<file path="src/rtl/net_sched_pkg.sv">
// Shared types and width helpers for the network output-port scheduler.
package net_sched_pkg;

    typedef enum logic {
        ST_IDLE   = 1'b0,
        ST_LOCKED = 1'b1
    } sched_state_e;

    // Counter width able to hold every value 0..max_val inclusive.
    function automatic int cnt_nbits(input int max_val);
        return $clog2(max_val + 1);
    endfunction

    // Index width for n requesters; a single requester still needs one bit.
    function automatic int idx_nbits(input int n);
        return (n > 1) ? $clog2(n) : 1;
    endfunction

endpackage

</file>
<file path="src/rtl/rr_arb_en.sv">
// Round-robin arbiter whose priority pointer moves only when en is asserted;
// the pointer then points just past the current winner.
module rr_arb_en
    import net_sched_pkg::*;
#(
    parameter int p_num_reqs = 4
) (
    input  logic                  clk,
    input  logic                  reset,
    input  logic                  en,
    input  logic [p_num_reqs-1:0] reqs,
    output logic [p_num_reqs-1:0] grants
);

    localparam int c_idx_nbits = idx_nbits(p_num_reqs);
    localparam logic [p_num_reqs-1:0] c_one = p_num_reqs'(1);

    logic [c_idx_nbits-1:0] ptr_r;
    logic [p_num_reqs-1:0]  mask_s;
    logic [p_num_reqs-1:0]  hi_reqs_s;
    logic [p_num_reqs-1:0]  pick_s;
    logic [c_idx_nbits-1:0] grant_idx_s;

    // Prefer requesters at or above the pointer; otherwise wrap to the lowest one.
    always_comb begin
        mask_s      = ~((c_one << ptr_r) - c_one);
        hi_reqs_s   = reqs & mask_s;
        pick_s      = (hi_reqs_s != '0) ? hi_reqs_s : reqs;
        grants      = pick_s & (~pick_s + c_one);
        grant_idx_s = '0;
        for (int i = 0; i < p_num_reqs; i++) begin
            grant_idx_s = grant_idx_s | ({c_idx_nbits{grants[i]}} & c_idx_nbits'(i));
        end
    end

    // Priority pointer register.
    always_ff @(posedge clk) begin
        if (reset) begin
            ptr_r <= '0;
        end else if (en) begin
            if (grant_idx_s == c_idx_nbits'(p_num_reqs - 1)) begin
                ptr_r <= '0;
            end else begin
                ptr_r <= grant_idx_s + c_idx_nbits'(1);
            end
        end else begin
            ptr_r <= ptr_r;
        end
    end

endmodule

</file>
<file path="src/rtl/net_out_port_sched.sv">
// Packet-granular, credit-controlled scheduler of several input-queue heads
// onto one output link; a granted requester keeps the link until its last flit.
module net_out_port_sched
    import net_sched_pkg::*;
#(
    parameter int p_num_reqs    = 4,
    parameter int p_msg_nbits   = 44,
    parameter int p_num_credits = 4,
    parameter int c_cnt_nbits   = cnt_nbits(p_num_credits)
) (
    input  logic                              clk,
    input  logic                              reset,
    input  logic [p_num_reqs-1:0]             req_val,
    output logic [p_num_reqs-1:0]             req_rdy,
    input  logic [p_num_reqs*p_msg_nbits-1:0] req_msg,
    input  logic [p_num_reqs-1:0]             req_last,
    output logic                              out_val,
    output logic [p_msg_nbits-1:0]            out_msg,
    input  logic                              credit_ret,
    output logic [c_cnt_nbits-1:0]            credits
);

    localparam int c_idx_nbits = idx_nbits(p_num_reqs);
    localparam logic [c_cnt_nbits-1:0] c_full = c_cnt_nbits'(p_num_credits);
    localparam logic [p_num_reqs-1:0]  c_one  = p_num_reqs'(1);

    sched_state_e           state_r;
    sched_state_e           state_n_s;
    logic [c_idx_nbits-1:0] owner_r;
    logic [c_idx_nbits-1:0] owner_n_s;
    logic [c_cnt_nbits-1:0] credits_r;
    logic                   credit_ovf_r;

    logic [p_num_reqs-1:0]  eligible_s;
    logic [p_num_reqs-1:0]  grant_s;
    logic [c_idx_nbits-1:0] grant_idx_s;
    logic                   fire_s;
    logic                   last_s;
    logic                   pkt_done_s;
    logic                   ovf_s;

    // While locked only the owner may compete, so the arbiter cannot switch mid-packet.
    always_comb begin
        if (state_r == ST_LOCKED) begin
            eligible_s = req_val & (c_one << owner_r);
        end else begin
            eligible_s = req_val;
        end
    end

    rr_arb_en #(
        .p_num_reqs (p_num_reqs)
    ) u_arb (
        .clk    (clk),
        .reset  (reset),
        .en     (pkt_done_s),
        .reqs   (eligible_s),
        .grants (grant_s)
    );

    // Handshake, AND-OR output mux and grant index; all gated off by reset or no credit.
    always_comb begin
        if (!reset && (credits_r != '0)) begin
            req_rdy = grant_s;
        end else begin
            req_rdy = '0;
        end
        fire_s      = |req_rdy;
        last_s      = |(req_rdy & req_last);
        pkt_done_s  = fire_s && last_s;
        out_val     = fire_s;
        out_msg     = '0;
        grant_idx_s = '0;
        for (int i = 0; i < p_num_reqs; i++) begin
            out_msg     = out_msg | ({p_msg_nbits{req_rdy[i]}} & req_msg[i*p_msg_nbits +: p_msg_nbits]);
            grant_idx_s = grant_idx_s | ({c_idx_nbits{grant_s[i]}} & c_idx_nbits'(i));
        end
        ovf_s = credit_ret && !fire_s && (credits_r == c_full);
    end

    // Next-state logic: lock on a non-last flit, release on the owner's last flit.
    always_comb begin
        state_n_s = state_r;
        owner_n_s = owner_r;
        case (state_r)
            ST_IDLE: begin
                if (fire_s && !last_s) begin
                    state_n_s = ST_LOCKED;
                    owner_n_s = grant_idx_s;
                end else begin
                    state_n_s = ST_IDLE;
                end
            end
            ST_LOCKED: begin
                if (pkt_done_s) begin
                    state_n_s = ST_IDLE;
                end else begin
                    state_n_s = ST_LOCKED;
                end
            end
            default: begin
                state_n_s = ST_IDLE;
            end
        endcase
    end

    // State, owner, credit counter and sticky overflow flag.
    always_ff @(posedge clk) begin
        if (reset) begin
            state_r      <= ST_IDLE;
            owner_r      <= '0;
            credits_r    <= c_full;
            credit_ovf_r <= 1'b0;
        end else begin
            state_r      <= state_n_s;
            owner_r      <= owner_n_s;
            credit_ovf_r <= credit_ovf_r | ovf_s;
            case ({fire_s, credit_ret})
                2'b10:   credits_r <= credits_r - c_cnt_nbits'(1);
                2'b01:   credits_r <= ovf_s ? credits_r : credits_r + c_cnt_nbits'(1);
                default: credits_r <= credits_r;
            endcase
        end
    end

    assign credits = credits_r;

endmodule

</file>
<file path="config.mk">
export PLATFORM = sky130hd
export DESIGN_NAME = net_out_port_sched
export DESIGN_NICKNAME = d
export VERILOG_FILES = /design/src/rtl/net_sched_pkg.sv /design/src/rtl/rr_arb_en.sv /design/src/rtl/net_out_port_sched.sv
export SDC_FILE = /design/constraint.sdc
export NUM_CORES = 1
export LEC_CHECK = 0
export ABC_AREA = 1
export CAP_MARGIN = 20
export CORE_AREA = 2 2 93 95
export CTS_BUF_LIST = sky130_fd_sc_hd__clkbuf_16
export DETAILED_ROUTE_END_ITERATION = 8
export DIE_AREA = 0 0 95 97
export GPL_ROUTABILITY_DRIVEN = 1
export PLACE_DENSITY = 0.71
export SYNTH_ARGS = -nofsm -noshare
export SYNTH_HDL_FRONTEND = slang
export SYNTH_SLANG_ARGS = --single-unit
</file>
<file path="constraint.sdc">
create_clock -name clk -period 3.5 [get_ports clk]
set_clock_uncertainty 0.15 [all_clocks]
set_input_delay 0.525 -clock clk [delete_from_list [all_inputs] [get_ports clk]]
set_output_delay 0.525 -clock clk [all_outputs]
set_load 0.01 [all_outputs]
</file>
==> results of run 1 <==
power by group:
group / switching (uW) / internal (uW)
Combinational: 499 / 615
Clock: 47.4 / 148
Sequential: 26.3 / 114
Total: 573 / 877
logic make-up (layout without fill, tap and decap cells):
logic type               count (synthesis)  in the layout
AND/OR/NAND/NOR                        286            286
adder cells (fa/ha/maj)                  1              1
AO/OA/AOI/OAI                           10             10
other                                    0              1
buffers and inverters                   39            277
flip-flops                               8              8
cell usage after synthesis, drive strengths merged:
cell	instances
a21boi	2
fa	1
nand2	207
inv	22
nand4	49
nand3b	1
a31oi	1
dfxtp	8
buf	16
nand3	14
nor2	15
o21ai	7
clkinv	1
worst max path at each step:
| stage | slack (ns) | startpoint | end |
|---|---|---|---|
| 3_3_place_gp | 0.07 | req_val[3] | out_msg[30] |
| 6_report | 0.10 | req_val[3] | out_msg[28] |
| 2_1_floorplan | 1.19 | req_val[1] | out_msg[34] |
| 5_1_grt | -0.005 | req_val[3] | out_msg[6] |
| 4_1_cts | 0.05 | req_val[3] | out_msg[30] |
| 3_5_place_dp | 0.07 | req_val[1] | out_msg[30] |
per-layer routing:
metal	vias to the layer above	track usage, %
li1	1597	-
met5	-	0
met4	0	3.57
met3	11	4.52
met2	149	40.3
met1	1421	22.2
through the flow:
| stage | power (uW) | area [sq um] |
|---|---|---|
| after detailed placement | 1270 | 4320 |
| final | 1450 | 4470 |
| after global routing | 1560 | 4470 |
| after floorplan | 615 | 1710 |
| after CTS | 1480 | 4390 |
| after global placement | 1260 | 4320 |
placed cells by master, fill, tap and decap left out, types with 2 or more instances in the layout:
master | synthesis | layout
o21ai_0 | 4 | 4
nand2_2 | 6 | 6
dlymetal6s2s_1 | 0 | 25
nand3_2 | 4 | 4
clkdlybuf4s50_1 | 0 | 213
buf_4 | 0 | 4
inv_1 | 13 | 13
dfxtp_1 | 8 | 8
o21ai_1 | 2 | 2
nand4_1 | 49 | 49
nor2_4 | 2 | 3
inv_2 | 9 | 8
a21boi_0 | 2 | 2
nand2_1 | 200 | 200
buf_12 | 0 | 6
clkbuf_16 | 0 | 3
nand3_1 | 10 | 10
buf_6 | 0 | 3
nor2_1 | 10 | 10
worst register-to-register path, stage by stage, from the launching register on:
cell and delay [ns]:
dfxtp_1 0.32, inv_2 0.07, nand2_1 0.06, nand2_1 0.06, nand3_1 0.09, nand2_1 0.10
nor2_2 0.04, nand2_1 0.07, nand2_2 0.08, nor2_4 0.13, buf_4 0.14, nand3_2 0.06
nand2_2 0.11, nand2_1 0.10, fa_1 0.40, inv_1 0.07, nand2_1 0.05, nand2_1 0.07
nand2_1 0.05, nand2_1 0.05, nand3_1 0.06
layout make-up:
| type | count | area share, % |
|---|---|---|
| multi-input cells | 297 | 31.0 |
| inverters | 23 | 1.99 |
| flip-flops and latches | 8 | 3.58 |
| well taps | 105 | 2.94 |
| repair buffers | 251 | 58.8 |
| clock buffers | 3 | 1.68 |
| diodes | 1 | 0.0559 |
repair_timing:
| item | 4_1_cts | 5_1_grt |
|---|---|---|
| endpoints found under the hold margin | 0 | 0 |
| gates resized for setup | 0 | 30 |
| setup endpoints to repair | 0 | 41 |
==> summary.md, run 1 <==
| Metric | Value |
|---|---|
| Final worst slack | ~0.1 ns |
| Share of the synthesized area in the top cell type | ~44% |
| First-pass GRT wire length | 15100 microns |
| Fmax | about 300 MHz |
| Buffer and inverter count on the worst path | 5 |
| Die width | between 90 and 100 microns |
| I/O Buffers | ~240 |
| DR DRC count | 0 |
| Synthesized instance count | around 340 |
| H-tree depth | 1 |
| Post-CTS Setup Inserts | 0 |
| Max VDD drop | around 280 uV |
| Crit-path cells | clkdlybuf4s50_1, nand2_2, nand3b_1, nand3_1, inv_1, nor2_4, nand3_1, inv_2, buf_12, nand2_1, nand4_1, clkdlybuf4s50_1 |
| Share of layout cells above drive strength 1 | under 10% |
| Yosys reg bits | 8 |
| Fin cells | 688 |
| Total Wirelength | a little over 10000 microns |
| Max layer used | met4 |
| Max FO, Critical Path | 23 |
| Pin count of the biggest net entering global routing | 25 |
| Multi-input gate area | ~0.0014 sq mm |
| Adder-cell share of the synthesized area | around 1.2% |
| Status | complete, no violations |
| Vias per cell | approximately 4.6 |
| Clock slew at reported path FFs | approximately 0.040 ns |
| Largest family of logic cells by synthesized area | simple AND/OR/NAND/NOR gates |
| Fin crit period | ~3.4 ns |
| Min-delay src | credits[2] |
| Post-synthesis mux area share | 0% |
| Crit share post-route | a little over nine tenths |
| Root Buffer | clkbuf_16 |
| Hold WS | 0.363 ns |
| Worst Hold End | credits[2] |
| XOR/XNOR Fraction of Synth Area | 0% |
| ANT nets after route | 0 |
| Cell count after placement | roughly 680 |
| Seq. cell area | 160 sq um |
| Power Dens Cells | around 320 mW/mm^2 |
| Least-Margin Pin Slew | roughly 0.38 ns |
| Die height | 97 microns |
| Max Cap Violations | 0 |
| Fillers | a little under 800 |
| Core area | 0.00813 sq mm |
| Wire per inst | around 15 microns |
| Worst R2R End | credits[2] |
| Overflow after GRT | 0 |
| Critical path's top delay family | buffers and inverters |
| GR Util All Layers | between 20% and 30% |
| Critical R2R Launch | owner_r[1] |
| Met3 routed WL | approximately 930 microns |
| 1st-iter DRT viols | slightly below 70 |
| Clk sink count | 8 |
| Die ar. | approximately 0.009 sq mm |
| Worst setup SP type | input pin |
| Worst path slowest cell | clkdlybuf4s50_1 |
| Syn Nets | about 530 |
| CTS max path bufs | 2 |
| Post-Place Worst Slack | 0.0686 ns |
| Area growth syn-to-layout | 162% |
| Initial antenna violation count | 1 |
| Core Util, Final | a little under three fifths |
| Layout net count | roughly 770 |
| Vias in the first global route | ~3000 |
| Post-Route M1 WL | roughly 3800 microns |
| Fin. Hold Viols | 0 |
| R2r worst-path depth | 20 |
| Min-Delay Path Depth | 2 |
| Netlist cell types | 22 |
| LEAKAGE | between 0.002 and 0.0025 uW |
| Post-Syn Area | between 0.0015 and 0.002 sq mm |
| Area leader, netlist | nand2_1 |
| Critical Path Stages | 12 |
| Compound-Gate Fraction of Synth Area | 3.88% |
| Worst path max stage delay | 0.56 ns |
| Dpl hpwl | approximately 8600 microns |
| Syn avg cell area | 4.97 sq um |
| R2R Setup Slk | between 1 and 1.5 ns |
| Simple-gate share of the synthesized area | between 70% and 80% |
| Final RePlAce weighted congestion | 0.891 |
| Max-slew headroom | between 70% and 80% |
| Max-slew violations | 0 |
| Synth Warn # | 0 |
| Final setup violation count | 0 |
| Skew-Pair Late Insertion Delay | 0.23 ns |
| Min-delay worst type | reg2reg |
| Starting Density | 21.0% |
| Register area share after synthesis | a little under a tenth |
| Via count | between 3000 and 4000 |
| 1st-pass router iterations | 4 |
| Critical Path AT | 2.72 ns |
| Setup crit end kind | primary output |
| Post-route setup TNS | 0 ns |
| I/O pins | between 200 and 250 |
| Synth area leaders | nand2_1, nand4_1, dfxtp_1 |
| CTS Hold Bufs | 0 |
| # rows | 33 |
| TritonCTS clock tree | built |
| Met2 WL | approximately 5300 microns |
| Worst EP required | ~2.8 ns |
| Critical path class | in2out |
| TritonCTS buffer count | 3 |
Power figures use the tool's default switching activity.
==> inputs of run 2 (changes only) <==
--- a/config.mk
+++ b/config.mk
@@ -7,12 +7,13 @@
 export LEC_CHECK = 0
 export ABC_AREA = 1
 export CAP_MARGIN = 20
-export CORE_AREA = 2 2 93 95
+export CORE_AREA = 2 2 94 96
 export CTS_BUF_LIST = sky130_fd_sc_hd__clkbuf_16
 export DETAILED_ROUTE_END_ITERATION = 8
-export DIE_AREA = 0 0 95 97
+export DIE_AREA = 0 0 96 98
 export GPL_ROUTABILITY_DRIVEN = 1
-export PLACE_DENSITY = 0.71
+export PLACE_DENSITY = 0.7
+export SLEW_MARGIN = 10
 export SYNTH_ARGS = -nofsm -noshare
 export SYNTH_HDL_FRONTEND = slang
 export SYNTH_SLANG_ARGS = --single-unit
==> constraint.sdc (replaced) <==
create_clock -name clk -period 3.7 [get_ports clk]
set_clock_uncertainty 0.15 [all_clocks]
set_input_delay 0.555 -clock clk [delete_from_list [all_inputs] [get_ports clk]]
set_output_delay 0.555 -clock clk [all_outputs]
set_load 0.01 [all_outputs]
==> run 2 against run 1 <==
Effect of this change:
- final cell count down 0.44%
- hold slack got worse by 0.0066 ns
- critical endpoint is now out_msg[17]
- critical path depth increased by 1
- clock-buffer cell count unchanged
- largest power group unchanged
==> summary.md, run 2 (same netlist as run 1, synthesis figures left out) <==
| Metric | Value |
|---|---|
| Min-delay worst type | reg2reg (unchanged) |
| Die ar. | 0.00941 sq mm (was 0.00922 sq mm) |
| Initial antenna violation count | 0 (was 1) |
| Vias in the first global route | 2978 (was 3042) |
| Area growth syn-to-layout | 154% (was 162%) |
| TritonCTS buffer count | 3 (unchanged) |
| LEAKAGE | 0.00172 uW (was 0.00214 uW) |
| Least-Margin Pin Slew | 0.428 ns (was 0.382 ns) |
| Fillers | 860 (was 781) |
| Diode count | 0 (was 1) |
| H-tree depth | 1 (unchanged) |
| Overflow after GRT | 0 (unchanged) |
| Max-slew violations | 0 (unchanged) |
| Critical path class | in2out (unchanged) |
| Pin count of the biggest net entering global routing | 32 (was 25) |
| I/O pins | 239 (unchanged) |
| Final instance area | 0.00434 sq mm (was 0.00447 sq mm) |
| Max VDD drop | 384 uV (was 281 uV) |
| # rows | 34 (was 33) |
| Wire per inst | 14.0 microns (was 14.9 microns) |
| Most common cell after layout, fill and taps aside | clkdlybuf4s50_1 (unchanged) |
| Critical Path AT | 2.78 ns (was 2.72 ns) |
| Final RePlAce weighted congestion | 0.838 (was 0.891) |
| Total Wirelength | 9570 microns (was 10300 microns) |
| Worst EP required | 2.99 ns (was 2.82 ns) |
| Layout net count | 767 (was 772) |
| Worst setup SP type | input pin (unchanged) |
| Commonest cells after routing, fill and taps aside | clkdlybuf4s50_1, nand2_1, nand4_1 (unchanged) |
| 1st-pass router iterations | 4 (unchanged) |
| Worst path slowest cell | clkdlybuf4s50_1 (unchanged) |
| Vias per cell | 4.60 (was 4.62) |
| Post-CTS Resized | 0 (unchanged) |
| Root Buffer | clkbuf_16 (unchanged) |
| Via count | 3153 (was 3178) |
| ANT nets after route | 0 (unchanged) |
| Clk sink count | 8 (unchanged) |
| Setup crit end kind | primary output (unchanged) |
| Final setup violation count | 0 (unchanged) |
| Crit-path cells | clkdlybuf4s50_1, nand3_1, nand2_1, nor2_2, nand2_1, nand2_2, nor2_4, nand3_1, inv_2, buf_12, nand2_1, nand4_1, clkdlybuf4s50_1 (was clkdlybuf4s50_1, nand2_2, nand3b_1, nand3_1, inv_1, nor2_4, nand3_1, inv_2, buf_12, nand2_1, nand4_1, clkdlybuf4s50_1) |
| CTS max path bufs | 2 (unchanged) |
| Dpl hpwl | 7880 microns (was 8600 microns) |
| Crit path top cell by count | nand2_1 |
| Starting Density | 20.2% (was 21.0%) |
| Fin. Hold Viols | 0 (unchanged) |
| Max FO, Critical Path | 30 (was 23) |
| CTS Hold Bufs | 0 (unchanged) |
| Worst path max stage delay | 0.57 ns (was 0.56 ns) |
| RSZ-0062 raised after global routing | no |
| I/O Buffers | 238 (unchanged) |
| Post-route setup TNS | 0 ns (unchanged) |
| Share of layout cells above drive strength 1 | 6.59% (was 7.39%) |
| Fin crit period | between 3 and 4 ns |
| First-pass GRT wire length | 14000 microns (was 15100 microns) |
| Crit share post-route | approximately 94% |
| Post-CTS Setup Inserts | 0 (unchanged) |
| TritonCTS clock tree | built (unchanged) |
| Hold WS | 0.357 ns (was 0.363 ns) |
| Max-slew headroom | 71.4% (was 74.5%) |
| Die height | 98 microns (was 97 microns) |
| GR Util All Layers | 18.7% (was 20.6%) |
| Placed cell areas | 0.00427 sq mm (was 0.00432 sq mm) |
| Clock slew at reported path FFs | 0.04 ns (about the same) |
| Skew-Pair Late Insertion Delay | 0.23 ns (about the same) |
| Core area | 0.00847 sq mm (was 0.00813 sq mm) |
| Status | complete, no violations (unchanged) |
| 1st-iter DRT viols | 37 (was 69) |
| Power Dens Cells | 313 mW/mm^2 (was 324 mW/mm^2) |
| Max Cap Violations | 0 (unchanged) |
| Fmax | about 290 MHz |
| DR DRC count | 0 (unchanged) |
| Die width | 96 microns (was 95 microns) |
## run 2: per-layer routing
metal / up-vias / share of wire [%] / GRT usage [%]
li1: 1590 / - / -
met1: 1403 / 38 / 20.9
met2: 152 / 51 / 35.5
met3: 8 / 9.4 / 4.09
met4: 0 / 1.3 / 3.74
met5: - / 0 / 0
## run 2: worst paths after layout
check | cells past startpoint | endpoint | from | slack (ns)
setup / recovery | 13 | out_msg[17] | req_val[1] | 0.22
hold reg to reg | 2 | credits[2] | credits[2] | 0.36
setup reg to reg | 19 | credits[2] | owner_r[1] | 1.34
hold / removal | 2 | credits[2] | credits[2] | 0.36
## run 2: metrics by stage
step                      utilization (%)  instances  setup slack [ns]  power (uW)
after global placement               50.4        682             0.219        1180
final                                51.3        685             0.217        1360
after floorplan                         -        344              1.33         582
after CTS                            51.3        685             0.197        1380
after detailed placement             50.4        682             0.192        1180
after global routing                 51.3        685            0.0155        1460
## run 2: report_power, final
group          internal [uW]  switching (uW)  total, uW
Clock                    139            44.5        184
Combinational            581             463       1040
Sequential               108            23.3        131
Total                    828             531       1360
## run 2: cell type report
cell class / instances / area, sq um / area share, %
Tap cell: 108 / 135 / 3.11
Inverter: 23 / 86.3 / 1.99
Clock buffer: 3 / 75.1 / 1.73
Timing Repair Buffer: 246 / 2500 / 57.7
Sequential cell: 8 / 160 / 3.69
Multi-Input combinational cell: 297 / 1380 / 31.8
## run 2: critical path: cells and delay by family
kind	cells	cell delay, ns
buf+inv	4	1.33
simple gates	9	0.86
